`config.mk`:
```
export PLATFORM = sky130hd
export DESIGN_NAME = alu_multibyte_seq
export DESIGN_NICKNAME = d
export VERILOG_FILES = /design/src/rtl/alu_seq_pkg.sv /design/src/rtl/alu_seq_byte_counter.sv /design/src/rtl/alu_multibyte_seq.sv
export SDC_FILE = /design/constraint.sdc
export NUM_CORES = 1
export LEC_CHECK = 0
export BUFFER_PORTS_ARGS = -buffer_cell sky130_fd_sc_hd__buf_2
export CAP_MARGIN = 10
export CORE_AREA = 5 5 42 44
export DETAILED_ROUTE_END_ITERATION = 8
export DIE_AREA = 0 0 47 49
export PLACE_DENSITY = 0.64
export REMOVE_ABC_BUFFERS = 1
export SLEW_MARGIN = 20
export SYNTH_ARGS = -nofsm -noshare
export SYNTH_HDL_FRONTEND = slang
export SYNTH_SLANG_ARGS = --single-unit
export TNS_END_PERCENT = 20
```
`constraint.sdc`:
```
create_clock -name clk -period 1.1 [get_ports clk]
set_input_delay 0.055 -clock clk [delete_from_list [all_inputs] [get_ports clk]]
set_output_delay 0.055 -clock clk [all_outputs]
set_load 0.02 [all_outputs]
```
`src/rtl/alu_seq_pkg.sv`:
```
// Shared definitions for the multi-byte ALU sequencer: state encoding,
// default operand width and byte-index width derivation.
package alu_seq_pkg;

  localparam logic [1:0] ST_IDLE = 2'd0;
  localparam logic [1:0] ST_RUN  = 2'd1;
  localparam logic [1:0] ST_DONE = 2'd2;

  localparam int NBYTES_DEF = 2;

  function automatic int calc_idxw(input int n);
    return (n <= 1) ? 1 : $clog2(n);
  endfunction

endpackage

```
`src/rtl/alu_seq_byte_counter.sv`:
```
// Byte index for the sequencer: clears to 0, advances by one when enabled,
// flags the final byte. Zero latency on the last-byte compare.
module alu_seq_byte_counter #(
  parameter int NBYTES = 2,
  parameter int IDXW   = 1
) (
  input  logic            clk,
  input  logic            rst,
  input  logic            clr,
  input  logic            en,
  output logic [IDXW-1:0] idx,
  output logic            last
);

  always_ff @(posedge clk) begin
    if (rst || clr) begin
      idx <= '0;
    end else if (en) begin
      idx <= idx + IDXW'(1);
    end
  end

  assign last = (idx == IDXW'(NBYTES - 1));

endmodule

```
`src/rtl/alu_multibyte_seq.sv`:
```
// Drives an 8-bit ALU over NBYTES operand bytes, LSB first; done pulses NBYTES+1 cycles after accept.
// start is only taken in IDLE (never queued); ALU_SEQ_OVERFLOW_EN adds a_msb/b_msb/flag_v.
module alu_multibyte_seq
  import alu_seq_pkg::*;
#(
  parameter int  NBYTES = NBYTES_DEF,
  localparam int IDXW   = calc_idxw(NBYTES)
) (
  input  logic            clk,
  input  logic            rst,
  input  logic            start,
  input  logic            op_sub,
  input  logic            cin_use,
  input  logic            flag_c_in,
  output logic            busy,
  output logic            done,
  output logic [IDXW-1:0] byte_idx,
  output logic            wr_en,
  output logic            alu_sub,
  output logic            alu_cin,
  input  logic            alu_cout,
  input  logic            alu_zero,
  input  logic            alu_msb,
`ifdef ALU_SEQ_OVERFLOW_EN
  input  logic            a_msb,
  input  logic            b_msb,
  output logic            flag_v,
`endif
  output logic            flag_z,
  output logic            flag_c,
  output logic            flag_n
);

  logic [1:0] state;
  logic       sub_q;
  logic       carry_q;
  logic       zacc_q;
  logic       accept;
  logic       in_run;
  logic       last;

  assign accept = (state == ST_IDLE) && start;
  assign in_run = (state == ST_RUN);

  // Index clears on accept and when leaving DONE, so it reads 0 throughout IDLE.
  alu_seq_byte_counter #(
    .NBYTES (NBYTES),
    .IDXW   (IDXW)
  ) u_cnt (
    .clk  (clk),
    .rst  (rst),
    .clr  (accept || (state == ST_DONE)),
    .en   (in_run && !last),
    .idx  (byte_idx),
    .last (last)
  );

  assign busy    = in_run;
  assign wr_en   = in_run;
  assign done    = (state == ST_DONE);
  assign alu_sub = sub_q;
  assign alu_cin = carry_q;

  always_ff @(posedge clk) begin
    if (rst) begin
      state   <= ST_IDLE;
      sub_q   <= 1'b0;
      carry_q <= 1'b0;
      zacc_q  <= 1'b1;
      flag_z  <= 1'b0;
      flag_c  <= 1'b0;
      flag_n  <= 1'b0;
`ifdef ALU_SEQ_OVERFLOW_EN
      flag_v  <= 1'b0;
`endif
    end else begin
      case (state)
        ST_IDLE: begin
          if (start) begin
            state   <= ST_RUN;
            sub_q   <= op_sub;
            // Subtract is A + ~B + 1, so the implicit carry-in equals op_sub.
            carry_q <= cin_use ? flag_c_in : op_sub;
            zacc_q  <= 1'b1;
          end
        end
        ST_RUN: begin
          carry_q <= alu_cout;
          zacc_q  <= zacc_q & alu_zero;
          if (last) begin
            state  <= ST_DONE;
            flag_z <= zacc_q & alu_zero;
            flag_c <= alu_cout;
            flag_n <= alu_msb;
`ifdef ALU_SEQ_OVERFLOW_EN
            flag_v <= (a_msb == (b_msb ^ sub_q)) & (alu_msb != a_msb);
`endif
          end
        end
        ST_DONE: state <= ST_IDLE;
        default: state <= ST_IDLE;
      endcase
    end
  end

endmodule

```
==> results.sh, run 1 <==
export IMPL_ys_flop_type="dfxtp_1"
export IMPL_tightest_slew_ps=251
export IMPL_grt_pass1_wl_um=1560
export IMPL_required_ps=1040
export IMPL_sequentialPowerShare_pct=46.6
export IMPL_status="completed"
export IMPL_port_buffers=17
export IMPL_clock_path_buffers=2
export IMPL_ir_drop_mv=0.545
export IMPL_antenna_found_initial=0
export IMPL_ys_warnings_count=0
export IMPL_slew_limit_headroom_pct=83.2
export IMPL_rows=14
export IMPL_cts_tree="built"
export IMPL_yosys_area_top_type_share_pct=44.4
export IMPL_fin_util_pct=41.6
export IMPL_leakagePower_uw=0.000259
export IMPL_grt_overflow=0
export IMPL_holdWs_ps=45.2
export IMPL_worst_ep_arrival_time_ps=980
export IMPL_period_needed_ps=1040
export IMPL_postSynthAreaPerCell_sq_um=9.21
export IMPL_finalHoldViolations=0
export IMPL_fmax_mhz=962
export IMPL_dr_pass1_iters=4
export IMPL_fp_dieW_um=47
export IMPL_ys_top_cells_by_area="dfxtp_1 44%, mux2i_1 7.4%, a21oi_1 4.9%"
export IMPL_vias=385
export IMPL_post_synth_top_count_cell="dfxtp_1"
export IMPL_drive_above_1_share_pct=50.0
export IMPL_power_internal_uw=559
export IMPL_final_max_slew_viol_count=0
export IMPL_synth_area_sq_um=405
export IMPL_track_usage_pct=9.68
export IMPL_clock_sinks=9
export IMPL_worstSkewPairLatency_ps=260
export IMPL_cts_htree_levels=1
export IMPL_wirelength_um=959
export IMPL_fin_setup_tns_ps=0
export IMPL_antenna_left=0
export IMPL_core_area_sq_um=1400
export IMPL_pwr_share_comb_pct=20.4
export IMPL_finalSetupViolCount=0
export IMPL_diodes=0
export IMPL_pwr_share_clk_pct=33.0
export IMPL_rsz0062_at_grt="false"
export IMPL_worst_slack_ps=60.9
export IMPL_cts_root_buf="clkbuf_4"
export IMPL_die_h_um=49
export IMPL_crit_fanout=6
export IMPL_synthCells=44
export IMPL_grt_pass1_vias=383
export IMPL_hp_class="primary input to register"
export IMPL_wl_per_cell_um=11.7
export IMPL_ys_ff_latch=9
export IMPL_viasPerCell=4.70
export IMPL_design_portCount=18
export IMPL_powerDensity_nw_per_um2=1330
export IMPL_synth_top_area_cell="dfxtp_1"
export IMPL_drc=0
export IMPL_fin_worst_skew_ps=5.05
export IMPL_path_class="register to output pin"
export IMPL_p_switching_uw=218
export IMPL_synth_edff_count=0
export IMPL_async_reset_ff_share_pct=0
export IMPL_hold_buffers=0
export IMPL_fin_nets=76
export IMPL_place_gp_congestion=0.706
export IMPL_switching_share_pct=28.0
export IMPL_post_place_ws_ps=36.5
export IMPL_end_kind="output pin"
export IMPL_synth_seq_area_share_pct=44.4
export IMPL_drt_iter0_drc=6
export IMPL_area_delta_synth_final_pct=43.8
export IMPL_clk_pin_slew_ps=60
export IMPL_synth_cell_types=24
export IMPL_synth_top_cells_by_count="9 x dfxtp_1, 4 x a21oi_1, 4 x nor2_1, 3 x mux2i_1, 3 x nand2_1"
export IMPL_place_hpwl_um=692
export IMPL_post_route_period_util_pct=94.5
export IMPL_grt_max_degree=10
export IMPL_maxCapViolCount=0
export IMPL_start_kind="register"
export IMPL_initial_core_util_pct=28.9
export IMPL_die_area_sq_um=2300
export IMPL_cts_buffers=3
-- power by group through the flow --
stage               logic, uW  clock network (uW)  registers [uW]
CTS                       153                 264             360
global placement          143                   0             367
floorplan                63.6                   0             385
global route              172                 279             365
finish                    158                 257             362
detailed placement        143                   0             368
-- final timing paths --
kind | start | slack [ps] | end | cells past startpoint
hold / removal | op_sub | 50 | alu_sub | 3
hold reg to reg | flag_z | 450 | flag_z | 2
setup reg to reg | state[1] | 100 | alu_sub | 3
setup / recovery | state[1] | 60 | done | 3
-- registers in the layout, indices dropped and copies added, names as in the netlist --
register and cells:
state 2, alu_cin 1, alu_sub 1, flag_c 1, flag_n 1, flag_z 1
u_cnt.idx 1, zacc_q 1
-- area by class of cell --
class                           instances  area [sq um]
Tap cell                               16          20.0
Fill cell                             148           818
Inverter                                2          7.51
Timing Repair Buffer                   21           134
Sequential cell                         9           188
Multi-Input combinational cell         30           208
Clock buffer                            4          26.3
-- routing by layer --
metal	track usage (%)	part of all wire (%)	vias up
li1	-	-	196
met1	10.9	42	179
met2	13.8	52	8
met3	3.32	4.7	2
met4	8.29	1.9	0
met5	0	0	-
-- timing repair --
item,in CTS,in global routing
setup endpoints to repair,3,5
resized for setup,6,7
pin swaps,0,0
buffers inserted,1,0
cloned,0,0
-- through the flow --
stage / cells / power, uW / instance area [sq um]
after global routing: 82 / 816 / 583
after global placement: 77 / 509 / 510
after detailed placement: 77 / 511 / 510
after floorplan: 41 / 449 / 383
final: 82 / 777 / 583
after CTS: 82 / 777 / 557
-- cells by family after synthesis --
family	count (synthesis)	share of synthesized area [%]
multiplexers	3	7.41
AND/OR/NAND/NOR	18	25.0
AO/OA/AOI/OAI	9	15.7
flip-flops	9	44.4
buffers and inverters	5	7.41
-- critical path, stage by stage, from the launching register on --
cell and delay (ps):
dfxtp_4 380, buf_6 110, nor2b_4 130, buf_6 110
-- cells in the final DEF (no fill, tap or decap), types with 2 or more instances in the layout --
cell type and n:
dfxtp_4 2, clkbuf_4 3, buf_4 4, a21oi_1 4, buf_6 3, nor2_1 4, dfxtp_1 7, buf_2 14
mux2i_1 3, nand2_1 3, nand3_1 2
No activity file was read; power rests on OpenSTA's default activity.
==> inputs of run 2 (changes only) <==
--- a/config.mk
+++ b/config.mk
@@ -5,12 +5,13 @@
 export SDC_FILE = /design/constraint.sdc
 export NUM_CORES = 1
 export LEC_CHECK = 0
-export BUFFER_PORTS_ARGS = -buffer_cell sky130_fd_sc_hd__buf_2
+export BUFFER_PORTS_ARGS = -buffer_cell sky130_fd_sc_hd__clkbuf_2
 export CAP_MARGIN = 10
 export CORE_AREA = 5 5 42 44
 export DETAILED_ROUTE_END_ITERATION = 8
 export DIE_AREA = 0 0 47 49
 export PLACE_DENSITY = 0.64
+export RECOVER_POWER = 25
 export REMOVE_ABC_BUFFERS = 1
 export SLEW_MARGIN = 20
 export SYNTH_ARGS = -nofsm -noshare
==> run 2 against run 1 <==
- sequential power hardly changed
- clock power is 2% lower
- first-iteration DRC count is 67% lower
- setup slack worse by 7.6 ps
- routed wire length is 3.2% higher
- hold slack worse by 8.7 ps
- core utilization is 0.62 points higher
- cell count is 1.2% higher
- maximum frequency is 0.73% lower
- total power is 1.2% higher
- global-route usage is 0.25 points higher
- critical path depth stayed put
==> results.sh, run 2 (synthesis gave the netlist of run 1 again) <==
export IMPL_tightest_slew_ps=256
export IMPL_finalSetupViolCount=0
export IMPL_worst_slack_ps=53.3
export IMPL_startpoint="state[1]"
export IMPL_crit_slowest_cell="dfxtp_4"
export IMPL_status="completed"
export IMPL_worstSkewPairLatency_ps=260
export IMPL_grt_pass1_wl_um=1670
export IMPL_regArea_sq_um=185
export IMPL_drive_above_1_share_pct=46.3
export IMPL_slew_limit_headroom_pct=83.0
export IMPL_track_usage_pct=9.94
export IMPL_dr_pass1_iters=3
export IMPL_fin_worst_skew_ps=9.16
export IMPL_multi_input_area_sq_um=208
export IMPL_clock_sinks=9
export IMPL_largest_reg_flops=2
export IMPL_fin_nets=77
export IMPL_hold_path_startpoint="alu_msb"
export IMPL_antenna_found_initial=0
export IMPL_powerDensity_nw_per_um2=1330
export IMPL_crit_fanout=6
export IMPL_layout_commonest_cell="clkbuf_2"
export IMPL_ir_drop_mv=0.679
export IMPL_antenna_left=0
export IMPL_area_delta_synth_final_pct=46.0
export IMPL_grt_overflow=0
export IMPL_wirelength_um=990
export IMPL_rsz0062_at_grt="true"
export IMPL_vias=386
export IMPL_cts_buffers=3
export IMPL_final_cell_mix="11 x clkbuf_2, 7 x dfxtp_1, 5 x buf_4"
export IMPL_path_cells="nand2b_4 > inv_4 > clkbuf_8"
export IMPL_die_area_sq_um=2300
export IMPL_reg2reg_from="state[1]"
export IMPL_rows=14
export IMPL_start_kind="register"
export IMPL_clock_path_buffers=2
export IMPL_hold_buffers=0
export IMPL_nFillCells=146
export IMPL_port_buffers=17
export IMPL_end_kind="output pin"
export IMPL_max_stage_delay_ps=360
export IMPL_hp_class="primary input to register"
export IMPL_die_h_um=49
export IMPL_drc=0
export IMPL_viasPerCell=4.65
export IMPL_holdWs_ps=36.5
export IMPL_final_max_slew_viol_count=0
export IMPL_total_power_uw=786
export IMPL_maxCapViolCount=0
export IMPL_core_area_sq_um=1400
export IMPL_path_class="register to output pin"
export IMPL_post_place_ws_ps=30.9
export IMPL_dp_cells=77
export IMPL_wl_per_cell_um=11.9
export IMPL_fp_dieW_um=47
export IMPL_fin_util_pct=42.2
export IMPL_period_needed_ps=1050
export IMPL_leakagePower_uw=0.000253
export IMPL_place_hpwl_um=731
export IMPL_regMostFlops="state"
export IMPL_diodes=0
export IMPL_design_portCount=18
export IMPL_post_route_period_util_pct=95.2
export IMPL_place_gp_congestion=0.686
export IMPL_clk_pin_slew_ps=60
export IMPL_cts_tree="built"
export IMPL_cts_root_buf="clkbuf_4"
export IMPL_grt_max_degree=10
export IMPL_finalHoldViolations=0
export IMPL_required_ps=1040
export IMPL_layout_cells_non_filler=83
export IMPL_cts_htree_levels=1
export IMPL_fmax_mhz=955
export IMPL_drt_iter0_drc=2
export IMPL_worst_ep_arrival_time_ps=990
export IMPL_initial_core_util_pct=28.9
export IMPL_grt_pass1_vias=404
## run 2: cell types whose count changed in the layout (fill, tap and decap cells not counted), moves of 2 or more
cell	change
clkbuf_8	+2
clkbuf_2	+11
clkbuf_1	+3
buf_2	-14
buf_6	-2
## run 2: layer usage
metal	track usage, %	part of all wire (%)
met2	17.4	57
met1	10.1	39
met3	3.32	3.6
met5	0	0
met4	4.15	0
## run 2: where the power goes
group	leakage [uW]	internal, uW	switching, uW
combinational	0.000164	83.2	88.6
clock	0.0000150	140	114
sequential	0.0000748	344	17.0
total	0.000253	567	219
## run 2: worst max-delay path, delay by kind of cell (launching register included)
family / cells / cell delay (ps)
buffers and inverters: 2 / 220
DFF: 1 / 360
and+or+nand+nor: 1 / 160
## run 2: through the flow
step,setup TNS (ps),area (sq um)
finish,0,592
global route,-28.1,592
CTS,-51.9,574
detailed placement,0,510
global placement,0,510
floorplan,0,383
## run 2: final timing paths
path,end,slack [ps],depth (start not counted)
setup / recovery,wr_en,50,3
hold / removal,flag_n,40,3
setup reg to reg,alu_sub,90,3
hold reg to reg,flag_z,450,2
## run 2: final cells by class
cell class	instances	share of cell area, %
Clock buffer	4	4.44
Inverter	2	1.69
Multi-Input combinational cell	30	35.1
Sequential cell	9	31.3
Tap cell	16	3.38
Timing Repair Buffer	22	24.1
## run 2: what timing repair did
item,in CTS,in global routing
buffers inserted,2,0
resized for setup,7,7
setup endpoints to repair,3,6
pin swaps,0,0
